File: config.mk
export PLATFORM = sky130hd
export DESIGN_NAME = fb_scanout
export DESIGN_NICKNAME = d
export VERILOG_FILES = /design/src/rtl/fb_scanout.sv
export SDC_FILE = /design/constraint.sdc
export NUM_CORES = 1
export LEC_CHECK = 0
export CAP_MARGIN = 20
export CORE_ASPECT_RATIO = 1.2
export CORE_MARGIN = 10
export CORE_UTILIZATION = 27
export CTS_CLUSTER_SIZE = 25
export DETAILED_ROUTE_END_ITERATION = 12
export PLACE_DENSITY = 0.51
export SETUP_SLACK_MARGIN = 0.15
export SLEW_MARGIN = 5
export SYNTH_ARGS = -nofsm -noshare
export SYNTH_HDL_FRONTEND = slang
export SYNTH_SLANG_ARGS = --single-unit
File: constraint.sdc
create_clock -name clk -period 3.4 [get_ports clk]
set_input_delay 0.34 -clock clk [delete_from_list [all_inputs] [get_ports clk]]
set_output_delay 0.34 -clock clk [all_outputs]
set_load 0.02 [all_outputs]
File: src/rtl/fb_scanout.sv
// VGA scan-out engine: generates raster timing, fetches one framebuffer word per
// displayed pixel (with integer upscaling) and drives registered RGB/sync pins.
`ifndef DISP_ADDR_WIDTH
`define DISP_ADDR_WIDTH 19
`endif

module fb_scanout #(
    parameter int CLK_DIV     = 4,
    parameter int SCALE_SHIFT = 1,
    parameter int H_VIS       = 640,
    parameter int H_FP        = 16,
    parameter int H_SYNC      = 96,
    parameter int H_BP        = 48,
    parameter int V_VIS       = 480,
    parameter int V_FP        = 10,
    parameter int V_SYNC      = 2,
    parameter int V_BP        = 33
) (
    input  logic                        clk,
    input  logic                        reset_n,
    output logic [`DISP_ADDR_WIDTH-1:0] fb_raddr,
    input  logic [31:0]                 fb_rdata,
    output logic [3:0]                  vga_r,
    output logic [3:0]                  vga_g,
    output logic [3:0]                  vga_b,
    output logic                        vga_hs,
    output logic                        vga_vs,
    output logic                        frame_start
);

    localparam int AW      = `DISP_ADDR_WIDTH;
    localparam int H_TOTAL = H_VIS + H_FP + H_SYNC + H_BP;
    localparam int V_TOTAL = V_VIS + V_FP + V_SYNC + V_BP;
    localparam int DW      = $clog2(CLK_DIV);
    localparam int HW      = $clog2(H_TOTAL);
    localparam int VW      = $clog2(V_TOTAL);

    localparam logic [DW-1:0] DIV_LAST   = DW'(CLK_DIV - 1);
    localparam logic [DW-1:0] DIV_ZERO   = DW'(0);
    localparam logic [DW-1:0] D_ONE      = DW'(1);
    localparam logic [HW-1:0] H_LAST     = HW'(H_TOTAL - 1);
    localparam logic [HW-1:0] H_ONE      = HW'(1);
    localparam logic [HW-1:0] H_VIS_C    = HW'(H_VIS);
    localparam logic [HW-1:0] H_SYNC_BEG = HW'(H_VIS + H_FP);
    localparam logic [HW-1:0] H_SYNC_END = HW'(H_VIS + H_FP + H_SYNC);
    localparam logic [VW-1:0] V_LAST     = VW'(V_TOTAL - 1);
    localparam logic [VW-1:0] V_ONE      = VW'(1);
    localparam logic [VW-1:0] V_VIS_C    = VW'(V_VIS);
    localparam logic [VW-1:0] V_VIS_LAST = VW'(V_VIS - 1);
    localparam logic [VW-1:0] V_SYNC_BEG = VW'(V_VIS + V_FP);
    localparam logic [VW-1:0] V_SYNC_END = VW'(V_VIS + V_FP + V_SYNC);
    localparam logic [AW-1:0] FB_W       = AW'(H_VIS >> SCALE_SHIFT);

    logic [DW-1:0] div_cnt_q, div_cnt_d;
    logic [HW-1:0] h_cnt_q, h_cnt_d;
    logic [VW-1:0] v_cnt_q, v_cnt_d;
    logic [AW-1:0] fb_raddr_q, fb_raddr_d;
    logic          active_q, active_d;
    logic          hs_cond_q, hs_cond_d;
    logic          vs_cond_q, vs_cond_d;
    logic [11:0]   rgb_q, rgb_d;
    logic          vga_hs_q, vga_hs_d;
    logic          vga_vs_q, vga_vs_d;
    logic          frame_start_q, frame_start_d;

    logic          pix_en_s;
    logic          fetch_en_s;
    logic          active_s;
    logic          hs_cond_s;
    logic          vs_cond_s;
    logic [AW-1:0] row_s;
    logic [AW-1:0] col_s;
    logic [AW-1:0] addr_s;
    logic          unused_rdata_s;

    // Fetch runs on the clock after each pixel strobe, i.e. when the divider is back at zero.
    assign pix_en_s       = (div_cnt_q == DIV_LAST);
    assign fetch_en_s     = (div_cnt_q == DIV_ZERO);
    assign unused_rdata_s = ^fb_rdata[31:12];

    // Pixel divider and raster counters.
    always_comb begin
        div_cnt_d = div_cnt_q;
        h_cnt_d   = h_cnt_q;
        v_cnt_d   = v_cnt_q;
        if (pix_en_s) begin
            div_cnt_d = DIV_ZERO;
            if (h_cnt_q == H_LAST) begin
                h_cnt_d = '0;
                if (v_cnt_q == V_LAST) begin
                    v_cnt_d = '0;
                end else begin
                    v_cnt_d = v_cnt_q + V_ONE;
                end
            end else begin
                h_cnt_d = h_cnt_q + H_ONE;
            end
        end else begin
            div_cnt_d = div_cnt_q + D_ONE;
        end
    end

    // Raster position decode and framebuffer address for the current pixel.
    always_comb begin
        active_s  = (h_cnt_q < H_VIS_C) && (v_cnt_q < V_VIS_C);
        hs_cond_s = (h_cnt_q >= H_SYNC_BEG) && (h_cnt_q < H_SYNC_END);
        vs_cond_s = (v_cnt_q >= V_SYNC_BEG) && (v_cnt_q < V_SYNC_END);
        row_s     = AW'(v_cnt_q >> SCALE_SHIFT);
        col_s     = AW'(h_cnt_q >> SCALE_SHIFT);
        addr_s    = row_s * FB_W + col_s;
    end

    // Stage 0: issue the RAM read and capture blank/sync flags alongside it.
    always_comb begin
        fb_raddr_d = fb_raddr_q;
        active_d   = active_q;
        hs_cond_d  = hs_cond_q;
        vs_cond_d  = vs_cond_q;
        if (fetch_en_s) begin
            active_d  = active_s;
            hs_cond_d = hs_cond_s;
            vs_cond_d = vs_cond_s;
            if (active_s) begin
                fb_raddr_d = addr_s;
            end else begin
                fb_raddr_d = fb_raddr_q;
            end
        end else begin
            fb_raddr_d = fb_raddr_q;
        end
    end

    // Stage 2: drive the pins on the next pixel strobe; frame pulse marks vblank entry.
    always_comb begin
        rgb_d         = rgb_q;
        vga_hs_d      = vga_hs_q;
        vga_vs_d      = vga_vs_q;
        frame_start_d = pix_en_s && (h_cnt_q == H_LAST) && (v_cnt_q == V_VIS_LAST);
        if (pix_en_s) begin
            rgb_d    = active_q ? fb_rdata[11:0] : 12'h000;
            vga_hs_d = ~hs_cond_q;
            vga_vs_d = ~vs_cond_q;
        end else begin
            rgb_d    = rgb_q;
        end
    end

    // State registers with synchronous active-low reset.
    always_ff @(posedge clk) begin
        if (!reset_n) begin
            div_cnt_q     <= '0;
            h_cnt_q       <= '0;
            v_cnt_q       <= '0;
            fb_raddr_q    <= '0;
            active_q      <= 1'b0;
            hs_cond_q     <= 1'b0;
            vs_cond_q     <= 1'b0;
            rgb_q         <= 12'h000;
            vga_hs_q      <= 1'b1;
            vga_vs_q      <= 1'b1;
            frame_start_q <= 1'b0;
        end else begin
            div_cnt_q     <= div_cnt_d;
            h_cnt_q       <= h_cnt_d;
            v_cnt_q       <= v_cnt_d;
            fb_raddr_q    <= fb_raddr_d;
            active_q      <= active_d;
            hs_cond_q     <= hs_cond_d;
            vs_cond_q     <= vs_cond_d;
            rgb_q         <= rgb_d;
            vga_hs_q      <= vga_hs_d;
            vga_vs_q      <= vga_vs_d;
            frame_start_q <= frame_start_d;
        end
    end

    assign fb_raddr    = fb_raddr_q;
    assign vga_r       = rgb_q[11:8];
    assign vga_g       = rgb_q[7:4];
    assign vga_b       = rgb_q[3:0];
    assign vga_hs      = vga_hs_q;
    assign vga_vs      = vga_vs_q;
    assign frame_start = frame_start_q;

endmodule

==> impl_metrics.prom, run 1 <==
# TYPE chip_impl_metric gauge
chip_impl_info{name="crit_path_frequent_cell",value="sky130_fd_sc_hd__ha_1"} 1
chip_impl_metric{name="postSynthAreaPerCell",unit="um^2"} 8.82
chip_impl_metric{name="fin_skew",unit="ps"} 5.85
chip_impl_metric{name="remaining_drc_errors",unit=""} 0
chip_impl_metric{name="fp.coreArea",unit="um^2"} 11200
chip_impl_metric{name="final_area",unit="um^2"} 4050
chip_impl_metric{name="setup_slack",unit="ps"} 737
chip_impl_metric{name="post_dp_cell_area",unit="um^2"} 3750
chip_impl_info{name="run_status",value="completed"} 1
chip_impl_metric{name="place_inst",unit=""} 545
chip_impl_info{name="grt_setup_unrepaired",value="false"} 1
chip_impl_metric{name="drv_cap",unit=""} 0
chip_impl_metric{name="number_of_vias_after_detailed_routing",unit=""} 2541
chip_impl_metric{name="clock.fmax",unit="MHz"} 376
chip_impl_metric{name="multi_input_comb_area",unit="um^2"} 1820
chip_impl_metric{name="die_height",unit="um"} 138
chip_impl_metric{name="final_cells",unit=""} 560
chip_impl_metric{name="postLayoutCoreUtil",unit="%"} 36.2
chip_impl_metric{name="antenna_violating_nets_left",unit=""} 0
chip_impl_info{name="path_delay_family",value="adder cells"} 1
chip_impl_metric{name="crit_path_max_fanout",unit=""} 8
chip_impl_metric{name="synthAdderAreaFrac",unit="%"} 10.5
chip_impl_metric{name="post_cts_hold_buffer_count",unit=""} 0
chip_impl_info{name="critical_path.endpoint_type",value="flop"} 1
chip_impl_info{name="timing.hold.worst.start",value="fb_raddr[10]$_SDFFE_PN0P_"} 1
chip_impl_info{name="synth-main-ff-cell",value="sky130_fd_sc_hd__dfxtp_1"} 1
chip_impl_metric{name="globalRouteTotalUtil",unit="%"} 9.91
chip_impl_info{name="synth_area_leaders",value="sky130_fd_sc_hd__dfxtp_1 (38%), sky130_fd_sc_hd__ha_1 (9.2%), sky130_fd_sc_hd__nor2_1 (5.2%), sky130_fd_sc_hd__a21oi_1 (4.2%), sky130_fd_sc_hd__nand2_1 (4.1%)"} 1
chip_impl_metric{name="synth.top_cell.area_share",unit="%"} 37.8
chip_impl_metric{name="grt_antenna_before_repair",unit=""} 0
chip_impl_metric{name="worst_hold_path.num_cells",unit=""} 2
chip_impl_metric{name="reg2reg_slack",unit="ps"} 740
chip_impl_info{name="timing.hold.worst.class",value="reg -> reg"} 1
chip_impl_metric{name="tritoncts_num_sinks",unit=""} 59
chip_impl_metric{name="ioPinCount",unit=""} 68
chip_impl_metric{name="layout-area-overhead-vs-synth",unit="%"} 29.6
chip_impl_metric{name="global_route_wire_length_before_repair",unit="mm"} 13.0
chip_impl_info{name="layout_commonest_cell",value="sky130_fd_sc_hd__dfxtp_1"} 1
chip_impl_metric{name="ys_ff_latch",unit=""} 59
chip_impl_metric{name="grt_start_max_net_pins",unit=""} 33
chip_impl_metric{name="synthArstFlopShare",unit="%"} 0
chip_impl_info{name="synth_top_family_by_area",value="simple AND/OR/NAND/NOR gates"} 1
chip_impl_metric{name="synth_compound_gate_area_share",unit="%"} 12.6
chip_impl_info{name="post_synth_top_area_cell",value="sky130_fd_sc_hd__dfxtp_1"} 1
chip_impl_metric{name="finalHoldViolations",unit=""} 0
chip_impl_metric{name="drive_gt1_share",unit="%"} 7.88
chip_impl_metric{name="power.leakage",unit="uW"} 0.00154
chip_impl_info{name="cpMaxStageDelayCell",value="sky130_fd_sc_hd__dfxtp_1"} 1
chip_impl_info{name="min_to",value="fb_raddr[10]$_SDFFE_PN0P_"} 1
chip_impl_metric{name="final_min_period_over_clock_period",unit="%"} 78.3
chip_impl_metric{name="synth.mux.area_fraction",unit="%"} 0.641
chip_impl_metric{name="timing.critical_path.arrival",unit="ps"} 2920
chip_impl_info{name="cts-root-buf",value="sky130_fd_sc_hd__clkbuf_16"} 1
chip_impl_metric{name="crit_path_max_incr_delay",unit="ps"} 480
chip_impl_metric{name="post-place-ws",unit="ps"} 730
chip_impl_metric{name="clock_tree.buffer_depth",unit=""} 2
chip_impl_metric{name="timing.critical_path.buf_inv",unit=""} 1
chip_impl_metric{name="gp_congestion",unit=""} 0.755
chip_impl_metric{name="power_density",unit="nW/um^2"} 435
chip_impl_metric{name="die_x",unit="um"} 118
chip_impl_info{name="timing.critical_path.from_type",value="flop"} 1
chip_impl_metric{name="layout.filler_cells",unit=""} 1198
chip_impl_metric{name="detail_route.first_pass.iterations",unit=""} 4
chip_impl_metric{name="ir_worst_vdd",unit="mV"} 0.290
chip_impl_metric{name="finalWorstPathRequiredPeriod",unit="ps"} 2660
chip_impl_metric{name="overflow",unit=""} 0
chip_impl_metric{name="numCtsBuffers",unit=""} 9
chip_impl_metric{name="maxSlewHeadroom",unit="%"} 42.5
chip_impl_metric{name="vias_per_cell",unit=""} 4.54
chip_impl_info{name="crit_path_start",value="v_cnt_q[1]$_SDFFE_PN0P_"} 1
chip_impl_metric{name="synth-simple-area-share",unit="%"} 26.3
chip_impl_info{name="cts_tree",value="yes"} 1
chip_impl_metric{name="path_clk_slew",unit="ps"} 50
chip_impl_metric{name="place.port_buffers",unit=""} 47
chip_impl_metric{name="syn-num-nets",unit=""} 413
chip_impl_info{name="worstPathCellList",value="ha_1 > ha_1 > inv_1 > fa_1 > xnor2_1 > nand2b_1 > nor4_4 > nand3_1 > xor2_1 > a211oi_2"} 1
chip_impl_metric{name="wl",unit="mm"} 7.52
chip_impl_metric{name="yosys_warnings",unit=""} 0
chip_impl_metric{name="yosys.area_share.xor_xnor",unit="%"} 8.10
chip_impl_metric{name="via_count_of_the_first_global_routing_pass",unit=""} 2523
chip_impl_metric{name="syn_inst",unit=""} 354
chip_impl_metric{name="wl_per_cell",unit="um"} 13.4
chip_impl_metric{name="drt-initial-drc-count",unit=""} 107
chip_impl_metric{name="worstMarginPinSlew",unit="ps"} 862
chip_impl_metric{name="floorplan.die_area",unit="um^2"} 16300
chip_impl_metric{name="synth_edf_count",unit=""} 0
chip_impl_metric{name="cp_data_required_time",unit="ps"} 3650
chip_impl_metric{name="critical_path_depth",unit=""} 10
chip_impl_metric{name="clock_insertion_delay_worst_skew",unit="ps"} 330
chip_impl_metric{name="insertedDiodeCount",unit=""} 0
chip_impl_metric{name="final-seq-area",unit="um^2"} 1180
chip_impl_metric{name="synth_area",unit="um^2"} 3120
chip_impl_metric{name="cts_setup_buffers",unit=""} 0
chip_impl_metric{name="post_cts_resize_count",unit=""} 0
chip_impl_metric{name="htree_num_levels",unit=""} 3
chip_impl_metric{name="finalSetupViolCount",unit=""} 0
chip_impl_info{name="timing.setup.critical_path_class",value="reg -> reg"} 1
chip_impl_metric{name="sequential_fraction_of_the_synthesis_area",unit="%"} 37.8
chip_impl_info{name="final_cell_mix",value="sky130_fd_sc_hd__dfxtp_1 (59), sky130_fd_sc_hd__clkdlybuf4s50_1 (47), sky130_fd_sc_hd__nor2_1 (43)"} 1
chip_impl_metric{name="finalMaxSlewViolations",unit=""} 0
chip_impl_info{name="worstReg2RegEnd",value="fb_raddr[15]$_SDFFE_PN0P_"} 1
chip_impl_metric{name="worst_r2r_path_depth",unit=""} 10
chip_impl_metric{name="row_count",unit=""} 42
chip_impl_metric{name="initial_core_util",unit="%"} 27.9
chip_impl_metric{name="final.setup.tns",unit="ps"} 0
chip_impl_metric{name="post_synth_num_cell_types",unit=""} 58
chip_impl_metric{name="finish.net_count",unit=""} 461
chip_impl_metric{name="place_hpwl",unit="mm"} 5.52
chip_impl_info{name="critical_path.reg2reg.startpoint",value="v_cnt_q[1]$_SDFFE_PN0P_"} 1
## how the worst max path moves through the flow
stage                     slack, ps                         to
after floorplan                 950  fb_raddr[15]$_SDFFE_PN0P_
after global routing            520  fb_raddr[14]$_SDFFE_PN0P_
after detailed placement        730  fb_raddr[15]$_SDFFE_PN0P_
after CTS                       710  fb_raddr[15]$_SDFFE_PN0P_
after global placement          760  fb_raddr[15]$_SDFFE_PN0P_
final                           740  fb_raddr[15]$_SDFFE_PN0P_
## power by group
group | internal [uW] | switching (uW)
Combinational | 55.4 | 82.8
Clock | 601 | 301
Sequential | 710 | 10.8
Total | 1370 | 394
## worst reg2reg max path: cells and delay by family (launching register included)
| family | cells | cell delay (ps) |
|---|---|---|
| AOI/OAI and AO/OA | 1 | 210 |
| xor gates and xnor gates | 2 | 420 |
| adders and majority gates | 3 | 800 |
| buffers and inverters | 1 | 60 |
| DFF | 1 | 480 |
| and+or+nand+nor | 3 | 620 |
## layer usage
layer	up-vias	routed length (um)	part of all wire, %	track usage (%)
met1	1150	3630	48	11.8
met5	-	0	0	0
met4	0	162	2.2	5.64
met3	10	377	5.0	2.99
li1	1318	-	-	-
met2	63	3350	45	15.6
## cell usage after synthesis, drive strengths merged, types with 6 or more instances
master	n
ha	23
inv	15
dfxtp	59
and3	6
nor2	44
nand3	14
a211oi	9
nand4	10
a21oi	26
xor2	14
nor2b	15
nand2	36
clkbuf	10
xnor2	14
## per-stage QoR
step / total power [uW] / hold slack, ps
finish: 1760 / 447
floorplan: 817 / 427
detailed placement: 876 / 447
global placement: 874 / 437
global route: 1840 / 480
CTS: 1800 / 454
## state kept, by name (all words and copies together) (netlist names), 2 cells and up
register / cells
fb_raddr: 19
rgb_q: 12
h_cnt_q: 10
v_cnt_q: 10
div_cnt_q: 2
## cell type report
| class | count | share of cell area, % |
|---|---|---|
| repair buffers | 51 | 12.4 |
| well taps | 154 | 4.76 |
| flip-flops and latches | 59 | 29.2 |
| clock inverters | 2 | 0.866 |
| clock buffers | 13 | 6.43 |
| inverters | 16 | 1.48 |
| multi-input cells | 265 | 44.9 |
## kinds of logic (layout without fill, tap and decap cells)
family	Yosys count	in the layout
XOR/XNOR	28	28
adder cells (fa/ha/maj)	25	25
AO/OA/AOI/OAI	57	57
flip-flops	59	59
AND/OR/NAND/NOR	153	153
buffers and inverters	30	82
multiplexers	2	2
(Power assumes the default switching activity.)
==> inputs of run 2 (changes only) <==
==> constraint.sdc (replaced) <==
create_clock -name clk -period 2.58 [get_ports clk]
set_input_delay 0.258 -clock clk [delete_from_list [all_inputs] [get_ports clk]]
set_output_delay 0.258 -clock clk [all_outputs]
set_load 0.02 [all_outputs]
==> run 2 against run 1 <==
- critical path type unchanged
- hold slack improved by 4.7 ps
- global-route usage decreased by 0.071 points
- cell count up 2.3%
- count of clock-buffer cells in the layout shrank 3
- utilization grew 2.1 points
- clock power up 43%
==> impl_metrics.prom, run 2 (synthesis gave the netlist of run 1 again) <==
# TYPE chip_impl_metric gauge
chip_impl_metric{name="finalHoldViolations",unit=""} 0
chip_impl_info{name="cts-root-buf",value="sky130_fd_sc_hd__clkbuf_16"} 1
chip_impl_metric{name="tritoncts_num_sinks",unit=""} 59
chip_impl_info{name="cts_tree",value="yes"} 1
chip_impl_metric{name="ioPinCount",unit=""} 68
chip_impl_info{name="grt_setup_unrepaired",value="true"} 1
chip_impl_metric{name="setup_slack",unit="ps"} 223
chip_impl_metric{name="cp_data_required_time",unit="ps"} 2820
chip_impl_metric{name="place.port_buffers",unit=""} 47
chip_impl_metric{name="place_hpwl",unit="mm"} 5.62
chip_impl_metric{name="finish.net_count",unit=""} 473
chip_impl_metric{name="maxSlewHeadroom",unit="%"} 62.3
chip_impl_metric{name="clock_insertion_delay_worst_skew",unit="ps"} 330
chip_impl_metric{name="timing.critical_path.buf_inv",unit=""} 1
chip_impl_metric{name="clock_tree.buffer_depth",unit=""} 2
chip_impl_info{name="run_status",value="completed"} 1
chip_impl_metric{name="ir_worst_vdd",unit="mV"} 0.284
chip_impl_metric{name="floorplan.die_area",unit="um^2"} 16300
chip_impl_metric{name="remaining_drc_errors",unit=""} 0
chip_impl_metric{name="drt-initial-drc-count",unit=""} 135
chip_impl_metric{name="wl_per_cell",unit="um"} 13.3
chip_impl_metric{name="die_x",unit="um"} 118
chip_impl_metric{name="reg2reg_slack",unit="ps"} 220
chip_impl_metric{name="crit_path_max_incr_delay",unit="ps"} 350
chip_impl_metric{name="number_of_vias_after_detailed_routing",unit=""} 2583
chip_impl_metric{name="insertedDiodeCount",unit=""} 0
chip_impl_metric{name="post-place-ws",unit="ps"} 66.5
chip_impl_metric{name="via_count_of_the_first_global_routing_pass",unit=""} 2620
chip_impl_metric{name="power_density",unit="nW/um^2"} 566
chip_impl_metric{name="largest_register_ffs",unit=""} 19
chip_impl_metric{name="initial_core_util",unit="%"} 27.9
chip_impl_info{name="layout_commonest_cell",value="sky130_fd_sc_hd__dfxtp_1"} 1
chip_impl_metric{name="finalMaxSlewViolations",unit=""} 0
chip_impl_metric{name="post_cts_hold_buffer_count",unit=""} 0
chip_impl_metric{name="antenna_violating_nets_left",unit=""} 0
chip_impl_metric{name="final_area",unit="um^2"} 4280
chip_impl_metric{name="fp.coreArea",unit="um^2"} 11200
chip_impl_metric{name="grt_antenna_before_repair",unit=""} 0
chip_impl_metric{name="grt_start_max_net_pins",unit=""} 37
chip_impl_metric{name="vias_per_cell",unit=""} 4.51
chip_impl_metric{name="timing.hold.ws",unit="ps"} 452
chip_impl_metric{name="clock.fmax",unit="MHz"} 424
chip_impl_metric{name="layout.filler_cells",unit=""} 1178
chip_impl_metric{name="final_min_period_over_clock_period",unit="%"} 91.4
chip_impl_metric{name="post_dp_cell_area",unit="um^2"} 3840
chip_impl_metric{name="wl",unit="mm"} 7.64
chip_impl_metric{name="final.setup.tns",unit="ps"} 0
chip_impl_metric{name="global_route_wire_length_before_repair",unit="mm"} 13.0
chip_impl_info{name="timing.setup.critical_path_class",value="reg -> reg"} 1
chip_impl_info{name="critical_path.endpoint_type",value="flop"} 1
chip_impl_info{name="path_delay_family",value="compound AO/OA/AOI/OAI gates"} 1
chip_impl_metric{name="drv_cap",unit=""} 0
chip_impl_metric{name="die_height",unit="um"} 138
chip_impl_info{name="timing.hold.worst.class",value="reg -> reg"} 1
chip_impl_info{name="timing.critical_path.from_type",value="flop"} 1
chip_impl_info{name="worstPathCellList",value="ha_4 > ha_4 > inv_2 > fa_2 > and2b_2 > o21a_1 > o311ai_4 > nand2_2 > o21a_1 > o31ai_2"} 1
chip_impl_metric{name="path_clk_slew",unit="ps"} 60
chip_impl_metric{name="numCtsBuffers",unit=""} 9
chip_impl_metric{name="layout-area-overhead-vs-synth",unit="%"} 37.1
chip_impl_metric{name="timing.critical_path.arrival",unit="ps"} 2600
chip_impl_info{name="final_cell_mix",value="sky130_fd_sc_hd__dfxtp_1 (56), sky130_fd_sc_hd__clkdlybuf4s50_1 (47), sky130_fd_sc_hd__nor2_1 (43)"} 1
chip_impl_metric{name="finalSetupViolCount",unit=""} 0
chip_impl_metric{name="htree_num_levels",unit=""} 3
chip_impl_metric{name="overflow",unit=""} 0
chip_impl_metric{name="worstMarginPinSlew",unit="ps"} 564
chip_impl_metric{name="fin_skew",unit="ps"} 7.46
chip_impl_metric{name="detail_route.first_pass.iterations",unit=""} 4
chip_impl_metric{name="drive_gt1_share",unit="%"} 15.8
chip_impl_metric{name="gp_congestion",unit=""} 0.790
chip_impl_metric{name="finalWorstPathRequiredPeriod",unit="ps"} 2360
chip_impl_metric{name="row_count",unit=""} 42
chip_impl_info{name="cpMaxStageDelayCell",value="sky130_fd_sc_hd__o311ai_4"} 1
chip_impl_metric{name="power.leakage",unit="uW"} 0.00164
chip_impl_metric{name="crit_path_max_fanout",unit=""} 3
chip_impl_metric{name="globalRouteTotalUtil",unit="%"} 9.84
[run 2: final timing paths]
| kind | cells past startpoint | endpoint | start |
|---|---|---|---|
| max reg2reg | 10 | fb_raddr[16]$_SDFFE_PN0P_ | v_cnt_q[2]$_SDFFE_PN0P_ |
| max | 10 | fb_raddr[16]$_SDFFE_PN0P_ | v_cnt_q[2]$_SDFFE_PN0P_ |
| min | 2 | fb_raddr[5]$_SDFFE_PN0P_ | fb_raddr[5]$_SDFFE_PN0P_ |
| min reg2reg | 2 | fb_raddr[5]$_SDFFE_PN0P_ | fb_raddr[5]$_SDFFE_PN0P_ |
[run 2: worst register-to-register path, cell delays in order, from the launching register on]
cell	delay [ps]
sky130_fd_sc_hd__dfxtp_2	330
sky130_fd_sc_hd__ha_4	240
sky130_fd_sc_hd__ha_4	170
sky130_fd_sc_hd__inv_2	50
sky130_fd_sc_hd__fa_2	220
sky130_fd_sc_hd__and2b_2	250
sky130_fd_sc_hd__o21a_1	200
sky130_fd_sc_hd__o311ai_4	350
sky130_fd_sc_hd__nand2_2	100
sky130_fd_sc_hd__o21a_1	190
sky130_fd_sc_hd__o31ai_2	160
[run 2: what timing repair did]
item	in CTS	in global routing
buffers inserted	0	0
pin swaps	3	9
setup endpoints to repair	5	5
resized for setup	8	13
[run 2: per-stage QoR]
step	utilization (%)	power, uW	instances
6_report	38.2	2420	573
5_1_grt	38.2	2520	573
4_1_cts	37.6	2470	573
3_5_place_dp	34.3	1160	557
3_3_place_gp	34.3	1160	557
2_1_floorplan	-	1080	354
[run 2: power by group]
group	switching [uW]	leakage (uW)	total (uW)	internal, uW
combinational	109	0.00100	186	77.3
sequential	13.0	0.000479	947	934
clock	421	0.000155	1290	870
[run 2: final cells by class]
class	instances	area, um^2	area share, %
Clock inverter	6	88.8	2.08
Inverter	16	60.1	1.40
Multi-Input combinational cell	265	1920	44.9
Timing Repair Buffer	63	591	13.8
Tap cell	154	193	4.50
Clock buffer	10	239	5.58
Sequential cell	59	1190	27.7
[run 2: routing by layer]
metal / routed length (um) / up-vias / share of wire, % / track usage, %
met5: 0 / - / 0 / 0
met4: 167 / 0 / 2.2 / 4.81
met3: 357 / 14 / 4.7 / 2.78
met2: 3520 / 52 / 46 / 15.8
met1: 3600 / 1176 / 47 / 11.9
li1: - / 1341 / - / -
==> inputs of run 3 (changes only) <==
--- a/config.mk
+++ b/config.mk
@@ -7,7 +7,7 @@
 export LEC_CHECK = 0
 export CAP_MARGIN = 20
 export CORE_ASPECT_RATIO = 1.2
-export CORE_MARGIN = 10
+export CORE_MARGIN = 8
 export CORE_UTILIZATION = 27
 export CTS_CLUSTER_SIZE = 25
 export DETAILED_ROUTE_END_ITERATION = 12
==> run 3 against run 2 <==
- non-clock buffer count grew 12
- largest power group unchanged
- via count grew 3.1%
- setup slack lost 7.2 ps
- combinational power grew 3%
- highest routed layer unchanged
- count of clock-buffer cells in the layout grew 2
==> impl_metrics.prom, run 3 (synthesis gave the netlist of run 1 again) <==
# TYPE chip_impl_metric gauge
chip_impl_metric{name="timing.critical_path.arrival",unit="ps"} 2600
chip_impl_metric{name="tritoncts_num_sinks",unit=""} 59
chip_impl_metric{name="fin_skew",unit="ps"} 5.79
chip_impl_metric{name="clock_tree.buffer_depth",unit=""} 2
chip_impl_metric{name="overflow",unit=""} 0
chip_impl_metric{name="numCtsBuffers",unit=""} 9
chip_impl_info{name="timing.hold.worst.class",value="reg -> reg"} 1
chip_impl_metric{name="grt_antenna_before_repair",unit=""} 0
chip_impl_metric{name="global_route_wire_length_before_repair",unit="mm"} 12.7
chip_impl_metric{name="maxSlewHeadroom",unit="%"} 59.2
chip_impl_metric{name="final_min_period_over_clock_period",unit="%"} 91.6
chip_impl_metric{name="number_of_vias_after_detailed_routing",unit=""} 2662
chip_impl_metric{name="power_density",unit="nW/um^2"} 543
chip_impl_metric{name="path_clk_slew",unit="ps"} 50
chip_impl_metric{name="layout.filler_cells",unit=""} 1195
chip_impl_metric{name="power.leakage",unit="uW"} 0.00171
chip_impl_info{name="timing.critical_path.from_type",value="flop"} 1
chip_impl_info{name="cts-root-buf",value="sky130_fd_sc_hd__clkbuf_16"} 1
chip_impl_metric{name="clock_insertion_delay_worst_skew",unit="ps"} 320
chip_impl_info{name="final_cell_mix",value="sky130_fd_sc_hd__dfxtp_1 (56), sky130_fd_sc_hd__clkdlybuf4s50_1 (47), sky130_fd_sc_hd__nor2_1 (43)"} 1
chip_impl_metric{name="p_comb_share",unit="%"} 8.1
chip_impl_metric{name="netSwitchingPower",unit="uW"} 523
chip_impl_metric{name="ioPinCount",unit=""} 68
chip_impl_metric{name="finalSetupViolCount",unit=""} 0
chip_impl_metric{name="drt-initial-drc-count",unit=""} 115
chip_impl_metric{name="timing.hold.ws",unit="ps"} 453
chip_impl_metric{name="fp.coreArea",unit="um^2"} 11400
chip_impl_metric{name="multi_input_comb_area",unit="um^2"} 1910
chip_impl_info{name="run_status",value="completed"} 1
chip_impl_metric{name="place_inst",unit=""} 566
chip_impl_metric{name="vias_per_cell",unit=""} 4.53
chip_impl_metric{name="die_height",unit="um"} 134
chip_impl_metric{name="place.port_buffers",unit=""} 47
chip_impl_metric{name="wl",unit="mm"} 7.66
chip_impl_metric{name="gp_congestion",unit=""} 0.785
chip_impl_info{name="critical_path.endpoint_type",value="flop"} 1
chip_impl_info{name="layout_commonest_cell",value="sky130_fd_sc_hd__dfxtp_1"} 1
chip_impl_metric{name="post_dp_cell_area",unit="um^2"} 3890
chip_impl_metric{name="seq_power_share",unit="%"} 40.2
chip_impl_metric{name="remaining_drc_errors",unit=""} 0
chip_impl_metric{name="insertedDiodeCount",unit=""} 0
chip_impl_metric{name="clkPwrFrac",unit="%"} 51.7
chip_impl_metric{name="antenna_violating_nets_left",unit=""} 0
chip_impl_metric{name="worstMarginPinSlew",unit="ps"} 611
chip_impl_metric{name="cp_data_required_time",unit="ps"} 2810
chip_impl_metric{name="row_count",unit=""} 43
chip_impl_metric{name="finalWorstPathRequiredPeriod",unit="ps"} 2360
chip_impl_metric{name="crit_path_max_fanout",unit=""} 3
chip_impl_metric{name="clock.fmax",unit="MHz"} 423
chip_impl_metric{name="wl_per_cell",unit="um"} 13.0
chip_impl_metric{name="final-seq-area",unit="um^2"} 1190
chip_impl_metric{name="final.setup.tns",unit="ps"} 0
chip_impl_metric{name="drive_gt1_share",unit="%"} 18.1
chip_impl_metric{name="largest_register_ffs",unit=""} 19
chip_impl_metric{name="sw_frac_of_total",unit="%"} 22.2
chip_impl_metric{name="initial_core_util",unit="%"} 27.4
chip_impl_metric{name="htree_num_levels",unit=""} 3
chip_impl_info{name="timing.setup.critical_path_class",value="reg -> reg"} 1
chip_impl_metric{name="finalMaxSlewViolations",unit=""} 0
chip_impl_metric{name="grt_start_max_net_pins",unit=""} 37
chip_impl_metric{name="finalHoldViolations",unit=""} 0
chip_impl_metric{name="ir_worst_vdd",unit="mV"} 0.339
chip_impl_metric{name="drv_cap",unit=""} 0
chip_impl_metric{name="detail_route.first_pass.iterations",unit=""} 4
chip_impl_metric{name="globalRouteTotalUtil",unit="%"} 10.4
chip_impl_metric{name="die_x",unit="um"} 114
chip_impl_metric{name="floorplan.die_area",unit="um^2"} 15300
chip_impl_metric{name="power_report.internal_total",unit="uW"} 1840
chip_impl_metric{name="final_area",unit="um^2"} 4350
chip_impl_metric{name="via_count_of_the_first_global_routing_pass",unit=""} 2662
chip_impl_metric{name="finish.net_count",unit=""} 485
chip_impl_metric{name="final_cells",unit=""} 588
chip_impl_info{name="grt_setup_unrepaired",value="true"} 1
chip_impl_info{name="cts_tree",value="yes"} 1
chip_impl_metric{name="layout-area-overhead-vs-synth",unit="%"} 39.3
chip_impl_metric{name="place_hpwl",unit="mm"} 5.66
## run 3: changes by cell type in the layout (fill, tap and decap cells not counted), moves of 2 or more
cell,change
sky130_fd_sc_hd__buf_4,+12
sky130_fd_sc_hd__ha_2,+3
sky130_fd_sc_hd__clkbuf_8,+2
sky130_fd_sc_hd__ha_4,-2
## run 3: layout make-up
type                    instances  share of cell area [%]
inverters                      16                    1.38
multi-input cells             265                    43.9
clock inverters                 4                    1.09
repair buffers                 75                    15.7
flip-flops and latches         59                    27.3
clock buffers                  12                    6.13
well taps                     157                    4.52
## run 3: stage by stage
| stage | setup WS [ps] | total power, uW | util (%) |
|---|---|---|---|
| floorplan | 151 | 1080 | - |
| global placement | 135 | 1160 | 34.1 |
| detailed placement | 114 | 1160 | 34.1 |
| CTS | 145 | 2400 | 37.3 |
| global route | 101 | 2470 | 38.1 |
| finish | 216 | 2360 | 38.1 |
## run 3: power by group through the flow
stage,logic [uW],clock network [uW],registers [uW]
2_1_floorplan,93.4,0,983
3_3_place_gp,193,0,967
3_5_place_dp,195,0,968
4_1_cts,196,1260,949
5_1_grt,212,1310,950
6_report,191,1220,948
## run 3: timing repair
item                                    in CTS  in global routing
gates resized for setup                      6                 17
pin swaps                                    6                 12
endpoints found under the setup margin       3                  5
hold buffers                                 0                  0
buffers inserted                             3                  3
## run 3: worst paths after layout
kind	from	to	slack (ps)	cells past startpoint
worst min-delay path	fb_raddr[3]$_SDFFE_PN0P_	fb_raddr[3]$_SDFFE_PN0P_	450	2
worst max-delay path	v_cnt_q[4]$_SDFFE_PN0P_	fb_raddr[16]$_SDFFE_PN0P_	220	10
worst min register to register	fb_raddr[3]$_SDFFE_PN0P_	fb_raddr[3]$_SDFFE_PN0P_	450	2
worst max register to register	v_cnt_q[4]$_SDFFE_PN0P_	fb_raddr[16]$_SDFFE_PN0P_	220	10
## run 3: layer usage
metal	vias up	GRT usage, %	routed length (um)
met2	65	17.8	3750
met3	4	3.42	507
met1	1235	11.7	3340
met4	0	3.78	72
met5	-	0	0
li1	1358	-	-
## run 3: critical path: stages (launching register included)
cell                       delay, ps
sky130_fd_sc_hd__dfxtp_4         350
sky130_fd_sc_hd__ha_4            220
sky130_fd_sc_hd__ha_4            160
sky130_fd_sc_hd__inv_2            50
sky130_fd_sc_hd__fa_2            220
sky130_fd_sc_hd__and2b_2         250
sky130_fd_sc_hd__o21a_1          200
sky130_fd_sc_hd__o311ai_4        340
sky130_fd_sc_hd__nand2_2         130
sky130_fd_sc_hd__o21a_1          200
sky130_fd_sc_hd__o31ai_2         160
